## src/rtl/serdes_window.sv

```systemverilog
// Word serialiser/deserialiser between a W-bit stream and a W*N-bit caller-owned buffer, windowed to K of N words.
// Latency: buffer_write and ser are combinational from the inputs; one word per cycle; a new command is taken the cycle after the last step.
// Backpressure: des is held off by des_canReceive, and ser by ser_canReceive; commands arriving while busy are ignored, not queued.
//
// Ports:
//   clk, rst                 clock (rising edge), asynchronous active-low reset
//   cmd_startDes/Ser         command request bits, accepted when cmd_canReceive=1
//   cmd_numWords             window length K (0 or >N means N), sampled at accept
//   cmd_canReceive           idle; a command is accepted this cycle
//   buffer_read/write        current buffer value / next buffer value (caller registers)
//   des, des_isReady         incoming word and its valid
//   des_canReceive           incoming word is consumed this cycle
//   des_isLast, ser_isLast   this step is the last one of the window
//   ser, ser_isReady         outgoing word (buffer word 0) and its valid
//   ser_canReceive           sink accepts ser
module serdes_window #(
   parameter int W = 64,
   parameter int N = 4,
   localparam int LW = $clog2(N + 1)
) (
   input  logic            clk,
   input  logic            rst,
   input  logic            cmd_startDes,
   input  logic            cmd_startSer,
   input  logic [LW-1:0]   cmd_numWords,
   output logic            cmd_canReceive,
   output logic [W*N-1:0]  buffer_write,
   input  logic [W*N-1:0]  buffer_read,
   input  logic [W-1:0]    des,
   input  logic            des_isReady,
   output logic            des_canReceive,
   output logic            des_isLast,
   output logic [W-1:0]    ser,
   output logic            ser_isReady,
   input  logic            ser_canReceive,
   output logic            ser_isLast
);

   localparam logic [LW-1:0] N_W = LW'(N);

   logic [LW-1:0] rem_q;
   logic [LW-1:0] win_q;
   logic          is_ser_q;
   logic          is_des_q;

   logic          start;
   logic [LW-1:0] k_cmd;
   logic [LW-1:0] rem_eff;
   logic [LW-1:0] win_eff;
   logic          ser_eff;
   logic          des_eff;
   logic          busy;
   logic          step;
   logic [W-1:0]  in_word;
   logic [W*(N+1)-1:0] ext;

   assign cmd_canReceive = (rem_q == '0);

   // Reset gates acceptance so nothing steps while rst is held low.
   assign start = rst & cmd_canReceive & (cmd_startSer | cmd_startDes);

   // Zero or out-of-range lengths mean a full-depth window.
   assign k_cmd = ((cmd_numWords == '0) || (cmd_numWords > N_W)) ? N_W : cmd_numWords;

   // The accept cycle already runs with the new command's settings.
   assign rem_eff = start ? k_cmd        : rem_q;
   assign win_eff = start ? k_cmd        : win_q;
   assign ser_eff = start ? cmd_startSer : is_ser_q;
   assign des_eff = start ? cmd_startDes : is_des_q;
   assign busy    = (rem_eff != '0);

   // In both-modes operation a word moves only when the source and the sink are both ready.
   assign step = busy & (des_eff ? (des_isReady & (ser_eff ? ser_canReceive : 1'b1))
                                 : ser_canReceive);

   assign des_canReceive = des_eff & busy & (ser_eff ? ser_canReceive : 1'b1);
   assign ser_isReady    = ser_eff & busy & (des_eff ? des_isReady : ser_canReceive);
   assign des_isLast     = step & (rem_eff == LW'(1));
   assign ser_isLast     = des_isLast;
   assign ser            = buffer_read[W-1:0];

   // Word entering the top of the window: new des word, or the old word 0 for a pure rotate.
   assign in_word = des_eff ? des : buffer_read[W-1:0];
   // One spare word above the buffer keeps the shift indexing in range for every i.
   assign ext     = {in_word, buffer_read};

   always_comb begin
      buffer_write = buffer_read;
      if (step) begin
         for (int i = 0; i < N; i++) begin
            if (i + 1 < int'(win_eff))
               buffer_write[i*W +: W] = ext[(i+1)*W +: W];
            else if (i + 1 == int'(win_eff))
               buffer_write[i*W +: W] = in_word;
         end
      end
   end

   always_ff @(posedge clk or negedge rst) begin
      if (!rst) begin
         rem_q    <= '0;
         win_q    <= '0;
         is_ser_q <= 1'b0;
         is_des_q <= 1'b0;
      end else begin
         rem_q <= step ? (rem_eff - LW'(1)) : rem_eff;
         if (start) begin
            win_q    <= k_cmd;
            is_ser_q <= cmd_startSer;
            is_des_q <= cmd_startDes;
         end
      end
   end

endmodule

```

## config.mk

```make
export PLATFORM = sky130hd
export DESIGN_NAME = serdes_window
export DESIGN_NICKNAME = d
export VERILOG_FILES = /design/src/rtl/serdes_window.sv
export SDC_FILE = /design/constraint.sdc
export NUM_CORES = 1
export LEC_CHECK = 0
export CORE_AREA = 2 2 251 253
export CTS_BUF_LIST = sky130_fd_sc_hd__clkbuf_8 sky130_fd_sc_hd__clkbuf_16
export DETAILED_ROUTE_END_ITERATION = 6
export DIE_AREA = 0 0 253 255
export GPL_ROUTABILITY_DRIVEN = 0
export GPL_TIMING_DRIVEN = 0
export SETUP_SLACK_MARGIN = 0.5
export SYNTH_ARGS = -nofsm -noshare
export SYNTH_HDL_FRONTEND = slang
export SYNTH_SLANG_ARGS = --single-unit
```

## constraint.sdc

```tcl
create_clock -name clk -period 3.9 [get_ports clk]
set_input_delay 0.39 -clock clk [delete_from_list [all_inputs] [get_ports clk]]
set_output_delay 0.39 -clock clk [all_outputs]
set_load 0.01 [all_outputs]
```

**Word level (Yosys, flattened, before mapping)**

Cells that the tools add are included.

- Register bits: 8
- Input bits: 329
- Output and inout bits: 325

- Add/sub/neg operators: 1
- $lt $le $gt $ge: 5
- Eq/ne operators: 5
- Multiplexer cells: 19
- Bitwise operators: 10
- Reductions and logical operators: 4

Operators with widths:

| operator | number |
|---|---|
| 64-bit two-way mux | 9 |
| 256-bit two-way mux | 1 |
| 3-bit two-way mux | 4 |
| 1-bit bitwise AND | 9 |
| 3-bit == test (first input constant) | 3 |
| 3-bit zero test | 2 |
| 2-bit by 3-bit less-than comparator with 1-bit output (first input constant) | 2 |
| 1-bit two-way mux | 5 |
| 2-bit by 3-bit == test with 1-bit output (first input constant) | 1 |
| 3-bit by 1-bit == test with 1-bit output (second input constant) | 1 |
| 3-bit greater-than comparator (second input constant) | 1 |
| 1-bit by 3-bit less-than comparator with 1-bit output (first input constant) | 1 |
| 3-bit less-than comparator (first input constant) | 1 |
| 3-bit nonzero test | 1 |
| 3-bit by 1-bit subtractor with 3-bit output (second input constant) | 1 |
| 1-bit logical OR | 1 |
| 1-bit bitwise OR | 1 |

**Logic depth before layout (Yosys ltp)**

Gate-level depths: netlist of run 1.

- Word-level depth: 9
- Mapped depth: 12
- Depth with buffers taken out: 10

**Worst setup path before layout of run 1**

OpenSTA, ideal clock, no wires.

- Path type: register to output
- Start: reg rem_q[2]
- End: out buffer_write[245]
- Arrival: 3,096 ps
- Path slack: 414 ps
- Stages on the path, launching flop included: 11
- Path through: dfrtp_1 > or3_1 > buf_4 > nor2_1 > a21oi_1 > ha_1 > ha_1 > a311o_2 > nor3_4 > buf_6 > mux2_2

- Word-level cells in the longest chain between the ends: 9
- Elaborated cells between the ends (all ways): 18
- Classes of those cells: 1 x order compare; 1 x eq/ne; 10 x mux; 4 x bitwise; 2 x reduce/logical

Ends and longest elaborated chain:

| what | line | source |
|---|---|---|
| start: declaration | 41 | `logic [LW-1:0] rem_q;` |
| start signal: assignment | 106 | `rem_q <= step ? (rem_eff - LW'(1)) : rem_eff;` |
| 3-bit zero test | 57 | `assign cmd_canReceive = (rem_q == '0);` |
| 1-bit bitwise AND (2 in series) | 60 | `assign start = rst & cmd_canReceive & (cmd_startSer \| cmd_startDes);` |
| 1-bit two-way mux | -- |  |
| 1-bit two-way mux | 73 | `assign step = busy & (des_eff ? (des_isReady & (ser_eff ? ser_canReceive : 1'b1))` |
| 1-bit bitwise AND | 73 |  |
| 1-bit two-way mux | 73 |  |
| 1-bit bitwise AND | 73 |  |
| 256-bit two-way mux (*) | 89 | `if (step) begin` |
| end: declaration | 27 | `output logic [W*N-1:0] buffer_write,` |

Every way passes the cells marked *; elsewhere a longest branch is shown, timed or not.

**Worst setup path after layout of run 1**

- Start: reg rem_q[1]
- End: out buffer_write[108]

Same word-level chain as after synthesis.

==> impl_metrics.py, run 1 <==
metrics = {
    "run_status": {
        "outcome": "complete, no violations",
    },
    "worst_setup_path": {
        "cpMaxStageDelayCell": "or3_4",
        "startpoint_type": "register",
        "path_max_fanout": 5,
        "critical_path_class": "register to output port",
        "cp_data_required_time_ns": 3.51,
        "max_stage_delay_ns": 0.40,
        "path_cells": "or3_4 > buf_8 > nor2_4 > a21oi_2 > ha_2 > ha_4 > a311o_2 > buf_6 > nor2_4 > buf_6 > buf_16 > buf_12 > buf_4 > buf_8 > a22o_1 > clkdlybuf4s15_2",
        "cp.arrival_ns": 3.45,
        "endpoint_kind": "output port",
    },
    "global_routing": {
        "antenna_found_initial": 12,
        "grt_max_degree": 12,
        "gr-total-overflow": 0,
        "grt_pass1_wl_um": 113700,
        "track_usage": 0.2419,
        "grt_pass1_vias": 15300,
    },
    "drt": {
        "first_iter_violations": 1679,
        "routed_wl_um": 85880,
        "via_per_inst": 5.603,
        "first_pass_iters": 7,
        "drc": 0,
        "num_vias": 15820,
        "drtAntennaViolNets": 0,
        "routedWlPerCell_um": 30.42,
    },
    "logic_synthesis": {
        "synthMuxAreaShare": 0.1005,
        "yosysMostFrequentCell": "nand2b_1",
        "synthXorXnorAreaFrac": 0.0009376,
        "syn-mean-instance-area_sq_um": 7.676,
        "synthTopCellsByCount": "131 x nand2b_1, 128 x o2bb2ai_1, 123 x clkbuf_1, 76 x nand2_1, 67 x a21oi_1",
        "synth_area_sq_um": 9341,
        "synth-simple-area-share": 0.1964,
        "yosysTopAreaCellShare": 0.1200,
        "synthArstFlopShare": 1.000,
        "synth_compound_area_frac": 0.5400,
        "synthFlopType": "dfrtp_1",
        "synth_largest_area_cell": "o2bb2ai_1",
        "seq_area_frac_synth": 0.02143,
        "yosys.area_share.adder": 0.005358,
        "synthTopCellsByArea": "o2bb2ai_1 12%, nand2b_1 8.8%, mux2_4 8.0%, a221o_1 6.9%, a311o_1 6.9%",
        "ys_ff_latch": 8,
        "synth_top_family_by_area": "compound AO/OA/AOI/OAI gates",
        "synthCells": 1217,
        "yosysWarnings": 0,
        "syn_nets": 1550,
        "yosysUniqueCellTypes": 51,
        "synth_edf_count": 0,
    },
    "finish": {
        "fin_nets": 2350,
        "drive_gt1_frac": 0.3588,
        "nFillCells": 6528,
        "finish.utilization": 0.3196,
        "area.growth.synth_to_final_pct": 112.6,
    },
    "power_and_ir_drop": {
        "switching_share": 0.5205,
        "p_int_mw": 6.823,
        "p_comb_frac": 0.974,
        "p_seq_frac": 0.014,
        "finalPower_mw": 14.23,
        "powerDensity_nw_per_um2": 716.3,
        "peakVddDrop_uv": 269.7,
        "p_sw_mw": 7.406,
        "clockPowerShare": 0.012,
        "leakage_nw": 7.804,
    },
    "sta": {
        "finalSetupViolations": 0,
        "rsz0062_at_grt": "yes",
        "fin_crit_ns": 3.844,
        "fin_ws_ns": 0.05574,
        "slew_violations": 0,
        "hold_viol_final": 0,
        "fmax_mhz": 260.1,
        "period_share": 0.9857,
        "clock_skew_ns": 0.004787,
        "tightest_slew_ns": 0.7801,
        "timing.slew.headroom": 0.4799,
    },
    "floorplan": {
        "ioPinCount": 654,
        "die_width_um": 253,
        "fp.dieArea_sq_um": 64520,
        "core-area_sq_um": 62160,
        "die_y_um": 255,
        "start_util": 0.1503,
        "floorplan.rows": 92,
    },
    "clocking": {
        "cts_tree": "built",
        "clk_pin_slew_worst_paths_ns": 0.04,
        "cts.sinks": 8,
        "clockBufferDepth": 2,
        "root_buffer": "clkbuf_16",
        "cts_inserted_buffers": 3,
        "ctsHtreeMaxLevel": 1,
        "clock_latency_ns": 0.24,
        "cts_hold_buf": 0,
    },
    "job": {
        "cap_viol_max_count": 0,
    },
    "place": {
        "dpl.hpwl_um": 63180,
        "io_buffer_count": 653,
        "pre_cts_slack_ns": -1.815,
    },
    "hold_path": {
        "hp-class": "primary input to async pin",
    },
}
power groups by stage:
stage          Sequential (mW)  Combinational, mW  Clock (mW)
6_report                 0.195               13.9       0.174
3_5_place_dp             0.176               10.6           0
2_1_floorplan            0.151               5.23           0
3_3_place_gp             0.177               10.5           0
5_1_grt                  0.200               14.3       0.180
4_1_cts                  0.183               12.5       0.175
worst max-delay path, delay by kind of cell, from the launching register on:
kind                       cells  cell delay, ns
DFF                            1            0.39
adders and majority gates      2            0.36
AOI/OAI and AO/OA              3            0.60
and+or+nand+nor                3            0.70
buffers and inverters          8            1.15
through the flow:
stage	TNS (ns)	hold slack [ns]	instances	area, sq um
after floorplan	0	0.09441	1217	9349
after global placement	-379.67	0.5383	2669	16880
after detailed placement	-394.27	0.5592	2670	16910
after CTS	0	0.1204	2754	18830
after global routing	-0.001683	0.1434	2818	19850
final	0	0.1265	2823	19860
flip-flops by register name (all words and copies together), names as in the netlist:
name and flops:
rem_q 3, is_ser_q 1, is_des_q 1, win_q 3
cell type report:
class	instances	area, sq um	area share
Buffer	236	2016	0.1015
Tap cell	799	999.7	0.05033
Sequential cell	8	201.4	0.01014
Inverter	10	42.54	0.002142
Clock buffer	3	75.07	0.003779
Multi-Input combinational cell	963	8623	0.4341
Timing Repair Buffer	795	7884	0.3969
Antenna cell	9	22.52	0.001134
repair_timing:
action                     4_1_cts  5_1_grt
setup endpoints to repair      267      260
pin swaps                       41       45
gates resized for setup        914      544
setup buffers                   59       52
cloned                          22        8
hold endpoints to repair         0        0
cells by family (layout without fill, tap and decap cells):
kind of cell / count (synthesis) / after routing
AOI/OAI and AO/OA: 596 / 596
xor gates and xnor gates: 1 / 1
adders and majority gates: 4 / 4
buffers and inverters: 246 / 1044
DFF: 8 / 8
muxes: 67 / 67
other: 0 / 9
and+or+nand+nor: 295 / 295
worst paths after layout:
path	startpoint	to	depth (start not counted)	slack [ns]
setup / recovery	rem_q[1]	buffer_write[108]	16	0.06
hold / removal	rst	rem_q[2]	1	0.13
setup reg to reg	rem_q[1]	rem_q[2]	13	1.07
hold reg to reg	is_ser_q	is_ser_q	2	0.60
max in group asynchronous	rst	is_des_q	1	3.52
min in group clk	is_ser_q	is_ser_q	2	0.60
per-layer routing:
layer	up-vias	global-route usage	routed length, um
met3	210	0.05156	7872
li1	6633	-	-
met4	12	0.09231	3648
met2	1190	0.4230	41550
met1	7773	0.2893	32720
met5	-	0	87
cells in the final DEF, fill, tap and decap left out, types with 18 or more instances in the layout:
cell and instances:
clkbuf_16 20, buf_6 88, buf_8 18, o2bb2ai_1 128, a211oi_1 64, buf_4 140
nand2_1 76, a2bb2oi_2 43, and4_1 66, a311oi_1 52, a21oi_1 65, clkbuf_1 44
a22o_1 60, dlygate4sd2_1 36, nand2b_1 131, buf_2 109, clkbuf_2 97, a311o_1 64
clkdlybuf4s50_1 390, mux2_4 60, a221o_1 63, buf_12 50
Note: power is estimated with default switching activity, not from simulation.
==> inputs of run 2 (changes only) <==
--- a/config.mk
+++ b/config.mk
@@ -5,6 +5,7 @@
 export SDC_FILE = /design/constraint.sdc
 export NUM_CORES = 1
 export LEC_CHECK = 0
+export CAP_MARGIN = 20
 export CORE_AREA = 2 2 251 253
 export CTS_BUF_LIST = sky130_fd_sc_hd__clkbuf_8 sky130_fd_sc_hd__clkbuf_16
 export DETAILED_ROUTE_END_ITERATION = 6
==> run 2 against run 1 <==
Against the previous run: global-route usage shrank 0.63 points; register-to-register slack barely moved; final cell count fell by 0.43%; non-clock buffer count shrank 10; utilization is 0.95 points lower; first-iteration DRC count shrank 11%; sequential cell count unchanged; combinational power fell by 5%; worst hold slack got worse by 0.0042 ns; power fell by 4.9%; wire length is 3.1% lower; sequential share of layout area about the same; largest cell class unchanged; highest routed layer unchanged.
==> impl_metrics.py, run 2 (synthesized netlist as in run 1, its figures left out) <==
metrics = {
    "power_and_ir_drop": {
        "clockPowerShare": 0.013,
        "powerDensity_nw_per_um2": 702.0,
        "p_int_mw": 6.415,
        "leakage_nw": 7.574,
        "peakVddDrop_uv": 303.0,
        "switching_share": 0.5258,
        "p_sw_mw": 7.113,
        "p_seq_frac": 0.014,
        "p_comb_frac": 0.973,
        "finalPower_mw": 13.53,
    },
    "sta": {
        "hold_viol_final": 0,
        "fin_crit_ns": 3.823,
        "clock_skew_ns": 0.0008010,
        "timing.slew.headroom": 0.4932,
        "rsz0062_at_grt": "yes",
        "fin_ws_ns": 0.07707,
        "finalSetupViolations": 0,
        "tightest_slew_ns": 0.7603,
        "whs_ns": 0.1223,
        "final.setup.tns_ns": 0,
        "period_share": 0.9802,
        "slew_violations": 0,
        "fmax_mhz": 261.6,
    },
    "drt": {
        "routedWlPerCell_um": 29.59,
        "first_pass_iters": 6,
        "num_vias": 15550,
        "routed_wl_um": 83180,
        "drtAntennaViolNets": 0,
        "drc": 0,
        "via_per_inst": 5.533,
        "first_iter_violations": 1496,
    },
    "worst_setup_path": {
        "cp.arrival_ns": 3.43,
        "critical_path_class": "register to output port",
        "cp_data_required_time_ns": 3.51,
        "endpoint_kind": "output port",
        "path_max_fanout": 5,
        "startpoint_type": "register",
    },
    "job": {
        "cap_viol_max_count": 0,
    },
    "global_routing": {
        "antenna_found_initial": 11,
        "grt_max_degree": 12,
        "gr-total-overflow": 0,
        "grt_pass1_wl_um": 111600,
        "grt_pass1_vias": 15440,
        "track_usage": 0.2356,
    },
    "floorplan": {
        "die_width_um": 253,
        "start_util": 0.1503,
        "die_y_um": 255,
        "ioPinCount": 654,
        "floorplan.rows": 92,
        "fp.dieArea_sq_um": 64520,
        "core-area_sq_um": 62160,
    },
    "hold_path": {
        "hp-class": "primary input to async pin",
    },
    "finish": {
        "top_regs": "rem_q: 3 flops, win_q: 3 flops",
        "nFillCells": 6608,
        "area.growth.synth_to_final_pct": 106.3,
        "mostFrequentLayoutCells": "389 x clkdlybuf4s50_1, 131 x nand2b_1, 127 x o2bb2ai_1, 127 x buf_4",
        "final_area_sq_um": 19270,
        "drive_gt1_frac": 0.3307,
        "fin_nets": 2340,
        "final_common_cell": "clkdlybuf4s50_1",
    },
    "clocking": {
        "ctsHtreeMaxLevel": 1,
        "cts_inserted_buffers": 3,
        "clockBufferDepth": 2,
        "cts.sinks": 8,
        "clock_latency_ns": 0.23,
        "root_buffer": "clkbuf_16",
        "cts_tree": "built",
        "clk_pin_slew_worst_paths_ns": 0.04,
    },
    "run_status": {
        "outcome": "complete, no violations",
    },
    "place": {
        "io_buffer_count": 653,
        "dpl.hpwl_um": 64650,
        "place_area_sq_um": 17090,
        "pre_cts_slack_ns": -1.794,
    },
}
==> run 2: cell count changes in the layout (fill, tap and decap cells not counted), sizes merged, moves of 2 or more <==
cell / change
dlygate4sd2: +15
diode: -2
clkdlybuf4s15: -5
buf: -28
clkbuf: +9
==> run 2: path summary, 6_finish.rpt <==
| check | start | endpoint | slack [ns] | depth (start not counted) |
|---|---|---|---|---|
| hold reg to reg | is_ser_q | is_ser_q | 0.61 | 2 |
| min in group clk | is_ser_q | is_ser_q | 0.61 | 2 |
| max in group asynchronous | rst | is_des_q | 3.54 | 1 |
| setup / recovery | rem_q[2] | buffer_write[191] | 0.08 | 16 |
| hold / removal | rst | rem_q[1] | 0.12 | 1 |
| setup reg to reg | rem_q[2] | rem_q[0] | 1.06 | 13 |
==> run 2: worst max-delay path, stage by stage (launching register included) <==
cell	delay (ns)
dfrtp_1	0.37
or3_4	0.39
buf_6	0.15
nor2_4	0.19
a21oi_4	0.09
ha_4	0.17
ha_4	0.17
a311o_2	0.39
buf_4	0.17
nor2_4	0.10
buf_12	0.13
buf_12	0.14
buf_8	0.14
buf_16	0.13
buf_4	0.10
a2bb2oi_1	0.06
dlygate4sd2_1	0.30
==> run 2: area by class of cell <==
cell class,instances,area [sq um],area share
flip-flops and latches,8,201.4,0.01045
diodes,7,17.52,0.0009090
repair buffers,785,7556,0.3921
plain buffers,236,1936,0.1004
inverters,10,42.54,0.002208
well taps,799,999.7,0.05188
multi-input cells,963,8443,0.4381
clock buffers,3,75.07,0.003896
==> run 2: repair_timing <==
| item | 4_1_cts | 5_1_grt |
|---|---|---|
| hold endpoints to repair | 0 | 0 |
| gates resized for setup | 792 | 501 |
| setup buffers | 66 | 36 |
| endpoints found under the setup margin | 264 | 260 |
| cloned | 9 | 8 |
| hold buffers | 0 | 0 |
| pin swaps | 60 | 28 |
==> run 2: power groups by stage <==
stage                     sequential (mW)  clock (mW)  combinational [mW]
after floorplan                     0.151           0                5.23
after global placement              0.177           0                10.5
after global routing                0.193       0.185                13.6
final                               0.189       0.175                13.2
after detailed placement            0.176           0                10.7
after CTS                           0.183       0.177                12.1
==> run 2: per-layer routing <==
layer  up-vias  global-route usage  part of all wire
met5         -                   0           0.00055
li1       6609                   -                 -
met4         6             0.09586             0.049
met2      1093              0.4108              0.47
met1      7615              0.2785              0.39
met3       230             0.05360             0.090
==> run 2: stage by stage <==
stage	utilization	std cells
after floorplan	-	1217
after detailed placement	0.2749	2682
after global placement	0.2716	2669
final	0.3100	2811
after global routing	0.3100	2810
after CTS	0.2993	2760
